File: src/rtl/mult_div_unit.sv
// -----------------------------------------------------------------------------
// mult_div_unit
//
// Iterative signed multiply / divide unit that feeds the HI/LO registers of the
// multicycle CPU. The control FSM pulses mult_start or div_start for one cycle.
// The unit answers with a one-cycle done strobe when hi/lo carry a new result.
// A divide by zero returns a one-cycle div0 strobe instead of done.
//
// Multiply : radix-2 Booth, one iteration per clock, DATA_W iterations.
// Divide   : restoring division on operand magnitudes, DATA_W iterations.
//            Signs are fixed up in the FIN cycle. The quotient truncates
//            toward zero and the remainder takes the sign of the dividend.
//
// Optional feature macro: MDU_FAST_MULT_EN
//   When defined, MULT uses a combinational $signed(a)*$signed(b) and goes
//   straight to FIN, so done rises after edge 1. DIV is unaffected.
//
// Parameters
//   DATA_W      operand width; hi/lo are DATA_W bits each
//
// Ports
//   clk         in   1       system clock, rising edge
//   reset       in   1       asynchronous, active-low reset
//   mult_start  in   1       1-cycle pulse: begin signed a*b (wins over div)
//   div_start   in   1       1-cycle pulse: begin signed a/b
//   a           in   DATA_W  multiplicand / dividend
//   b           in   DATA_W  multiplier / divisor
//   hi          out  DATA_W  product upper half, or remainder
//   lo          out  DATA_W  product lower half, or quotient
//   busy        out  1       operation in progress
//   done        out  1       1-cycle strobe: hi/lo valid
//   div0        out  1       1-cycle strobe: divisor was zero
// -----------------------------------------------------------------------------
module mult_div_unit #(
  parameter int DATA_W = 32
) (
  input  logic              clk,
  input  logic              reset,
  input  logic              mult_start,
  input  logic              div_start,
  input  logic [DATA_W-1:0] a,
  input  logic [DATA_W-1:0] b,
  output logic [DATA_W-1:0] hi,
  output logic [DATA_W-1:0] lo,
  output logic              busy,
  output logic              done,
  output logic              div0
);

  localparam int CNT_W = $clog2(DATA_W) + 1;
  localparam logic [CNT_W-1:0] LAST_ITER = CNT_W'(DATA_W - 1);

  typedef enum logic [2:0] {
    S_IDLE,
    S_MULT,
    S_DIV,
    S_DZ,
    S_FIN
  } state_t;

  state_t                  state_q, state_d;
  logic [CNT_W-1:0]        cnt_q, cnt_d;
  // acc: Booth partial-product accumulator, or division partial remainder.
  // One extra bit absorbs the overflow of acc - M when M is the most
  // negative value, and the 2*divisor range of the shifted remainder.
  logic signed [DATA_W:0]  acc_q, acc_d;
  // m: sign-extended multiplicand, or zero-extended divisor magnitude.
  logic signed [DATA_W:0]  m_q, m_d;
  // qr: multiplier being shifted out, or dividend shifting into quotient.
  logic [DATA_W-1:0]       qr_q, qr_d;
  logic                    qm1_q, qm1_d;
  logic                    is_div_q, is_div_d;
  logic                    neg_quo_q, neg_quo_d;
  logic                    neg_rem_q, neg_rem_d;
  logic [DATA_W-1:0]       hi_q, hi_d;
  logic [DATA_W-1:0]       lo_q, lo_d;
  logic                    done_q, done_d;

  // Booth / restoring-division step signals
  logic signed [DATA_W:0]  booth_sum;
  logic [DATA_W:0]         div_shift;
  logic [DATA_W:0]         div_diff;
  logic                    div_ge;

  // Two's-complement magnitude. The most negative value maps onto itself,
  // which reads correctly as an unsigned magnitude.
  function automatic logic [DATA_W-1:0] magnitude(input logic [DATA_W-1:0] v);
    return v[DATA_W-1] ? (~v + DATA_W'(1)) : v;
  endfunction

  // Conditional two's-complement negation used by the sign fix-up.
  function automatic logic [DATA_W-1:0] negate_if(input logic [DATA_W-1:0] v,
                                                  input logic              neg);
    return neg ? (~v + DATA_W'(1)) : v;
  endfunction

`ifdef MDU_FAST_MULT_EN
  logic signed [2*DATA_W-1:0] fast_prod;

  function automatic logic signed [2*DATA_W-1:0] sext2(input logic [DATA_W-1:0] v);
    return {{DATA_W{v[DATA_W-1]}}, v};
  endfunction

  assign fast_prod = sext2(m_q[DATA_W-1:0]) * sext2(qr_q);
`endif

  // Booth recoding of {Q[0], Q[-1]}: 01 adds M, 10 subtracts M.
  always_comb begin
    booth_sum = acc_q;
    case ({qr_q[0], qm1_q})
      2'b01:   booth_sum = acc_q + m_q;
      2'b10:   booth_sum = acc_q - m_q;
      default: booth_sum = acc_q;
    endcase
  end

  // Restoring step: shift the next dividend bit into the remainder, then try
  // to subtract the divisor. Keep the difference only if it did not go negative.
  assign div_shift = {acc_q[DATA_W-1:0], qr_q[DATA_W-1]};
  assign div_diff  = div_shift - $unsigned(m_q);
  assign div_ge    = (div_shift >= $unsigned(m_q));

  always_comb begin
    state_d   = state_q;
    cnt_d     = cnt_q;
    acc_d     = acc_q;
    m_d       = m_q;
    qr_d      = qr_q;
    qm1_d     = qm1_q;
    is_div_d  = is_div_q;
    neg_quo_d = neg_quo_q;
    neg_rem_d = neg_rem_q;
    hi_d      = hi_q;
    lo_d      = lo_q;
    done_d    = 1'b0;

    case (state_q)
      S_IDLE: begin
        cnt_d = '0;
        if (mult_start) begin
          is_div_d = 1'b0;
          acc_d    = '0;
          m_d      = {a[DATA_W-1], a};
          qr_d     = b;
          qm1_d    = 1'b0;
`ifdef MDU_FAST_MULT_EN
          state_d  = S_FIN;
`else
          state_d  = S_MULT;
`endif
        end else if (div_start) begin
          if (b == '0) begin
            state_d = S_DZ;
          end else begin
            is_div_d  = 1'b1;
            acc_d     = '0;
            m_d       = {1'b0, magnitude(b)};
            qr_d      = magnitude(a);
            qm1_d     = 1'b0;
            neg_quo_d = a[DATA_W-1] ^ b[DATA_W-1];
            neg_rem_d = a[DATA_W-1];
            state_d   = S_DIV;
          end
        end
      end

      S_MULT: begin
        // Arithmetic shift right of {acc, qr, qm1} after the add/subtract.
        acc_d = {booth_sum[DATA_W], booth_sum[DATA_W:1]};
        qr_d  = {booth_sum[0], qr_q[DATA_W-1:1]};
        qm1_d = qr_q[0];
        cnt_d = cnt_q + CNT_W'(1);
        if (cnt_q == LAST_ITER) begin
          state_d = S_FIN;
        end
      end

      S_DIV: begin
        acc_d = div_ge ? div_diff : div_shift;
        qr_d  = {qr_q[DATA_W-2:0], div_ge};
        cnt_d = cnt_q + CNT_W'(1);
        if (cnt_q == LAST_ITER) begin
          state_d = S_FIN;
        end
      end

      S_DZ: begin
        state_d = S_IDLE;
      end

      S_FIN: begin
        if (is_div_q) begin
          lo_d = negate_if(qr_q, neg_quo_q);
          hi_d = negate_if(acc_q[DATA_W-1:0], neg_rem_q);
        end else begin
`ifdef MDU_FAST_MULT_EN
          hi_d = fast_prod[2*DATA_W-1:DATA_W];
          lo_d = fast_prod[DATA_W-1:0];
`else
          hi_d = acc_q[DATA_W-1:0];
          lo_d = qr_q;
`endif
        end
        done_d  = 1'b1;
        state_d = S_IDLE;
      end

      default: begin
        state_d = S_IDLE;
      end
    endcase
  end

  always_ff @(posedge clk or negedge reset) begin
    if (!reset) begin
      state_q   <= S_IDLE;
      cnt_q     <= '0;
      acc_q     <= '0;
      m_q       <= '0;
      qr_q      <= '0;
      qm1_q     <= 1'b0;
      is_div_q  <= 1'b0;
      neg_quo_q <= 1'b0;
      neg_rem_q <= 1'b0;
      hi_q      <= '0;
      lo_q      <= '0;
      done_q    <= 1'b0;
    end else begin
      state_q   <= state_d;
      cnt_q     <= cnt_d;
      acc_q     <= acc_d;
      m_q       <= m_d;
      qr_q      <= qr_d;
      qm1_q     <= qm1_d;
      is_div_q  <= is_div_d;
      neg_quo_q <= neg_quo_d;
      neg_rem_q <= neg_rem_d;
      hi_q      <= hi_d;
      lo_q      <= lo_d;
      done_q    <= done_d;
    end
  end

  // busy covers the iteration cycles and the FIN cycle; it is low in the
  // done cycle and in the single div0 cycle.
  assign busy = (state_q == S_MULT) || (state_q == S_DIV) || (state_q == S_FIN);
  assign div0 = (state_q == S_DZ);
  assign done = done_q;
  assign hi   = hi_q;
  assign lo   = lo_q;

endmodule

File: config.mk
export PLATFORM = sky130hd
export DESIGN_NAME = mult_div_unit
export DESIGN_NICKNAME = d
export VERILOG_FILES = /design/src/rtl/mult_div_unit.sv
export SDC_FILE = /design/constraint.sdc
export NUM_CORES = 1
export LEC_CHECK = 0
export CORE_MARGIN = 3
export CORE_UTILIZATION = 45
export CTS_BUF_LIST = sky130_fd_sc_hd__clkbuf_4
export CTS_CLUSTER_SIZE = 25
export DETAILED_ROUTE_END_ITERATION = 7
export PLACE_DENSITY = 0.69
export SLEW_MARGIN = 20
export SYNTH_ARGS = -nofsm -noshare
export SYNTH_HDL_FRONTEND = slang
export SYNTH_SLANG_ARGS = --single-unit
File: constraint.sdc
create_clock -name clk -period 4.4 [get_ports clk]
set_clock_uncertainty 0.1 [all_clocks]
set_input_delay 0.88 -clock clk [delete_from_list [all_inputs] [get_ports clk]]
set_output_delay 0.88 -clock clk [all_outputs]
set_load 0.05 [all_outputs]
# After elaboration in Yosys (flattened, before gate mapping)
# Cells that the tools add are included.
# totals
register_bits,176
output_inout_bits,67
# classes
n_addsub,8
magnitude_cmp,1
eq_ne,11
muxes,33
bitwise_logic,7
n_reduce_logical,14
# ops
operator,count
$mux W32,9
$mux W33,7
$add A32 B1 Y32 const B,4
$not A32 Y32,4
$pmux W33 S3,1
$pmux W32 S3,1
$pmux W33 S2,1
$sub A33 B33 Y33,2
$add A33 B33 Y33,1
$ge A33 B33 Y1,1
$logic_not A32 Y1,1
$pmux W6 S2,1
$mux W3,3
$reduce_and A3 Y1,3
$mux W1,8
$add A6 B1 Y6 const B,1
$eq A3 B2 Y1 const B,2
$eq A6 B5 Y1 const B,1
$ne A3 B3 Y1 const B,2
$pmux W3 S2,1
$reduce_bool A2 Y1,3
$reduce_and A4 Y1,1
$eq A3 B1 Y1 const B,1
$eq A3 B3 Y1 const B,1
other kinds (12),14

# Logic depth before layout (Yosys ltp)
# depth
ltp_word,7
depth_mapped,20
mapped_depth_nobuf,19

# Worst setup path after synthesis
# OpenSTA, ideal clock, no wires.
# synth_path
kind,register to register
from,reg m_q[1]
to,reg acc_q[30]
setup_time_ps,87
t_arrival_ps,3723
required_time_ps,4213
path_slack_ps,490
stages_incl_launch_ff,19
synth_period_minus_slack_ps,3910
cell_sequence,dfrtp_1 inv_1 ha_1 nand2_1 nor4_1 a31oi_1 xnor2_1 ha_1 clkbuf_1 a21o_1 o21bai_1 a21oi_1 o211a_1 a21oi_1 a31oi_1 o31ai_1 mux2i_1 nand2_1 o211ai_1
# synth_via
elab_chain_cells,3
elab_cells_between_ends,7
cone_classes,3 x add/sub; 1 x order compare; 3 x mux
# synth_lines
element,line_no,text
start: declaration,68,"logic signed [DATA_W:0] m_q, m_d;"
start signal: assignment,232,m_q <= m_d;
"$sub A33 B33 Y33, or another cell as far along",112,2'b10: booth_sum = acc_q - m_q;
$pmux W33 S2 or $mux W33 (tied branches),"110, 179",
$pmux W33 S3 *,137,case (state_q)
end signal: assignment,218,acc_q <= '0;
end signal: assignment,231,acc_q <= acc_d;
end: declaration,66,"logic signed [DATA_W:0] acc_q, acc_d;"
# Mark *: on every way between the ends. The rest lies on a longest branch, timed or not.
# A chain may end at the register's enable or synchronous reset.

# Final worst setup path
# layout_path
from,reg m_q[1]
to,reg acc_q[28]
# Same word-level chain as after synthesis.

==> metrics.md <==
| Metric | Value |
|---|---|
| Mux contribution to synthesized area | 0.0236 |
| Slew headroom | 0.311 |
| Root buf cell | clkbuf_4 |
| Delay-heaviest family, CP | compound AO/OA/AOI/OAI gates |
| Max VDD drop | roughly 330 uV |
| Seq cells post-synth | approximately 180 |
| Final Setup Violations | 0 |
| Die W | 188 um |
| Share of layout cells above drive strength 1 | 0.0786 |
| Synth Flop Type | dfrtp_1 |
| Vias in the first global route | ~14000 |
| Cell Area, Synth | between 0.01 and 0.015 mm2 |
| Pwr Total | roughly 13 mW |
| Register area share after synthesis | 0.295 |
| Setup TNS | 0 ps |
| Largest cells by area after synthesis | dfrtp_1, o21ai_0, xnor2_1, nand2_1, ha_1 |
| Final Max Tran Viols | 0 |
| Max Root-Sink Buffers | 2 |
| Clock sink count | about 180 |
| Adder-cell share of the synthesized area | 0.0656 |
| Max_cap viols | 0 |
| Initial Util | 0.458 |
| Worst setup startpoint | m_q[1]$_DFFE_PN0P_ |
| Site Rows | 66 |
| Vias | approximately 15000 |
| Synth async-reset ratio | 1.00 |
| Synth warn | 0 |
| GR Util All Layers | 0.276 |
| Hold Slack | 132 ps |
| WL per Instance | 19.6 um |
| Worst min-delay path category | input pin to asynchronous set/reset pin |
| Largest family of logic cells by synthesized area | compound AO/OA/AOI/OAI gates |
| Total gr overflow | 0 |
| Fin nets | 2192 |
| Crit-path max cell delay | around 440 ps |
| Compound-Gate Fraction of Synth Area | 0.268 |
| Clk pin slew, worst setup/hold paths | between 150 and 200 ps |
| Largest net degree at the start of global routing | about 110 |
| Post-DRT Antenna Nets | 0 |
| Final period utilization | 0.962 |
| Slowest-stage cell, CP | dfrtp_1 |
| CP Data Required Time | between 4000 and 5000 ps |
| Worst setup SP type | flip-flop |
| Vias per cell | 5.86 |
| Area Growth Syn to Fin | 17.2% |
| Routability cong. | 0.966 |
| Post-DP HPWL | around 38000 um |
| Syn Area/Cell | between 7 and 8 um2 |
| Final worst slack | ~170 ps |
| Initial detailed-routing violation count | between 1000 and 1500 |
| Post-synthesis xor/xnor area fraction | 0.120 |
| CTS H-tree lvls | 4 |
| Wire length of the first global-routing pass | 77700 um |
| Synth unique cells | 74 |
| Outcome | completed |
| Crit path arrival time | approximately 4700 ps |
| Clock Latency Late Sink | 670 ps |
| TritonCTS Buffers | 17 |
| Drt pass-1 iters | 6 |
| CP max FO | 4 |
| CORE AREA | about 0.033 mm2 |
| Post-Synth Simple-Gate Area | 0.181 |
| Synth area leader | dfrtp_1 |
| RSZ-0062 raised after global routing | true |
| CP cell instances | inv_1 > ha_1 > nand2_1 > o31ai_1 > xnor2_1 > ha_1 > a21o_1 > a21o_1 > a221o_1 > o21ai_0 > a21oi_2 > a31oi_1 > buf_4 > o211ai_1 > o31ai_1 > nand2_1 > o211ai_1 |
| Ports | 135 |
| Final Hold Vio Count | 0 |
| CTS tree | built |
| Crit Path Class | flip-flop to flip-flop |
| DRC violations left | 0 |
| Tightest Pin Transition | 1030 ps |
| Dpl ws | -404 ps |
| Antenna violations before repair | 1 |
| Die span in y | between 150 and 200 um |
| Post-synth EDFFs | 0 |
| DRT Wirelength | ~49000 um |
| FMAX | 0.236 GHz |
| Worst R2R Start | m_q[1]$_DFFE_PN0P_ |
| Yosys top cell area share | 0.295 |
| IO buf count | 134 |
| Die area | ~0.035 mm2 |
| Final Critical Period | around 4200 ps |
| Leakage | ~7.4 nW |
| Crit path capture type | flip-flop |
| WP buf/inv | 2 |
| Pwr dens | 751 mW/mm2 |
| Syn nets | ~2100 |
| Hold_buf cts | 0 |
| Cell count after synthesis | approximately 1900 |
## worst paths after layout
kind                                         endpoint  depth (start not counted)  slack (ps)
min in group clk                   hi[17]$_DFFE_PN0P_                          2         390
worst min-delay path               hi[12]$_DFFE_PN0P_                          1         130
max in group asynchronous       neg_rem_q$_DFFE_PN0P_                          2        3050
worst max register to register  acc_q[28]$_DFFE_PN0P_                         17         170
worst min register to register     hi[17]$_DFFE_PN0P_                          2         390
worst max-delay path            acc_q[28]$_DFFE_PN0P_                         17         170
## metal layers
metal	share of wire	vias up	routed length (um)	global-route usage
met4	0.037	0	1820	0.113
met5	0	-	0	0
met3	0.057	93	2770	0.0333
met1	0.43	6926	21100	0.364
li1	-	7153	-	-
met2	0.48	516	23300	0.460
## final cells by class
type | instances | area [um2]
antenna | 1 | 2.50
clock buffer | 17 | 128
clock inverter | 14 | 166
fill | 3094 | 15100
inverter | 68 | 255
multi-input combinational | 1563 | 9930
sequential | 176 | 4400
tap | 442 | 553
timing repair buffer | 224 | 2080
## sequential cells by signal, indices dropped and copies added (netlist names)
register	cells
acc_q	33
cnt_q	6
done	1
hi	32
is_div_q	1
lo	32
m_q	33
neg_quo_q	1
neg_rem_q	1
qm1_q	1
qr_q	32
state_q	3
## stage by stage
step,instances,utilization,cell area [um2]
finish,2505,0.537,17500
CTS,2496,0.533,17400
detailed placement,2465,0.523,17100
floorplan,1922,-,14900
global placement,2465,0.523,17100
global route,2505,0.537,17500
## repair_timing
item	4_1_cts	5_1_grt
setup endpoints to repair	4	10
cloned	0	0
pin swaps	1	12
buffers inserted	0	8
gates resized for setup	5	15
## Yosys cell counts, types with 3 or more instances
cell and number:
maj3_1 4, or4_1 6, or3_1 16, o211ai_1 12
o21a_1 13, and4_1 5, and3_1 9, mux2i_1 33
clkbuf_1 94, nor4_1 19, inv_1 68, buf_4 3
a31oi_1 27, a41oi_1 5, o21bai_1 10, a21o_1 39
ha_1 72, or2_2 6, o31ai_4 3, and2_1 9
o221ai_1 4, o31ai_1 26, dfrtp_1 176, a221o_1 8
o41ai_1 8, a22oi_1 20, nand2_1 250, a211oi_1 13
nor2b_1 13, a221oi_1 20, nand3_1 17, nand2b_1 19
nor2_1 173, a222oi_1 14, xor2_1 80, nor3_1 31
a21oi_1 166, buf_1 7, o21ai_0 228, xnor2_1 125
buf_2 11, nand4_1 15, o31a_1 4
## cell families after synthesis
group | after synthesis
xor gates and xnor gates | 205
muxes | 35
and+or+nand+nor | 602
adders and majority gates | 78
AOI/OAI and AO/OA | 643
DFF | 176
buffers and inverters | 183
## placed cells by master, fill, tap and decap left out, types with 30 or more instances in the layout
| cell | n |
|---|---|
| nand2_1 | 248 |
| o21ai_0 | 227 |
| dfrtp_1 | 176 |
| nor2_1 | 173 |
| a21oi_1 | 165 |
| clkdlybuf4s50_1 | 132 |
| xnor2_1 | 124 |
| buf_4 | 86 |
| xor2_1 | 80 |
| ha_1 | 72 |
| inv_1 | 64 |
| a21o_1 | 39 |
| mux2i_1 | 33 |
| nor3_1 | 30 |
## power by group
group / switching, mW / internal, mW / leakage [nW]
clock: 0.681 / 0.310 / 0.153
combinational: 5.40 / 3.92 / 4.96
sequential: 0.792 / 2.05 / 2.32
total: 6.87 / 6.28 / 7.43
Power figures use the tool's default switching activity.
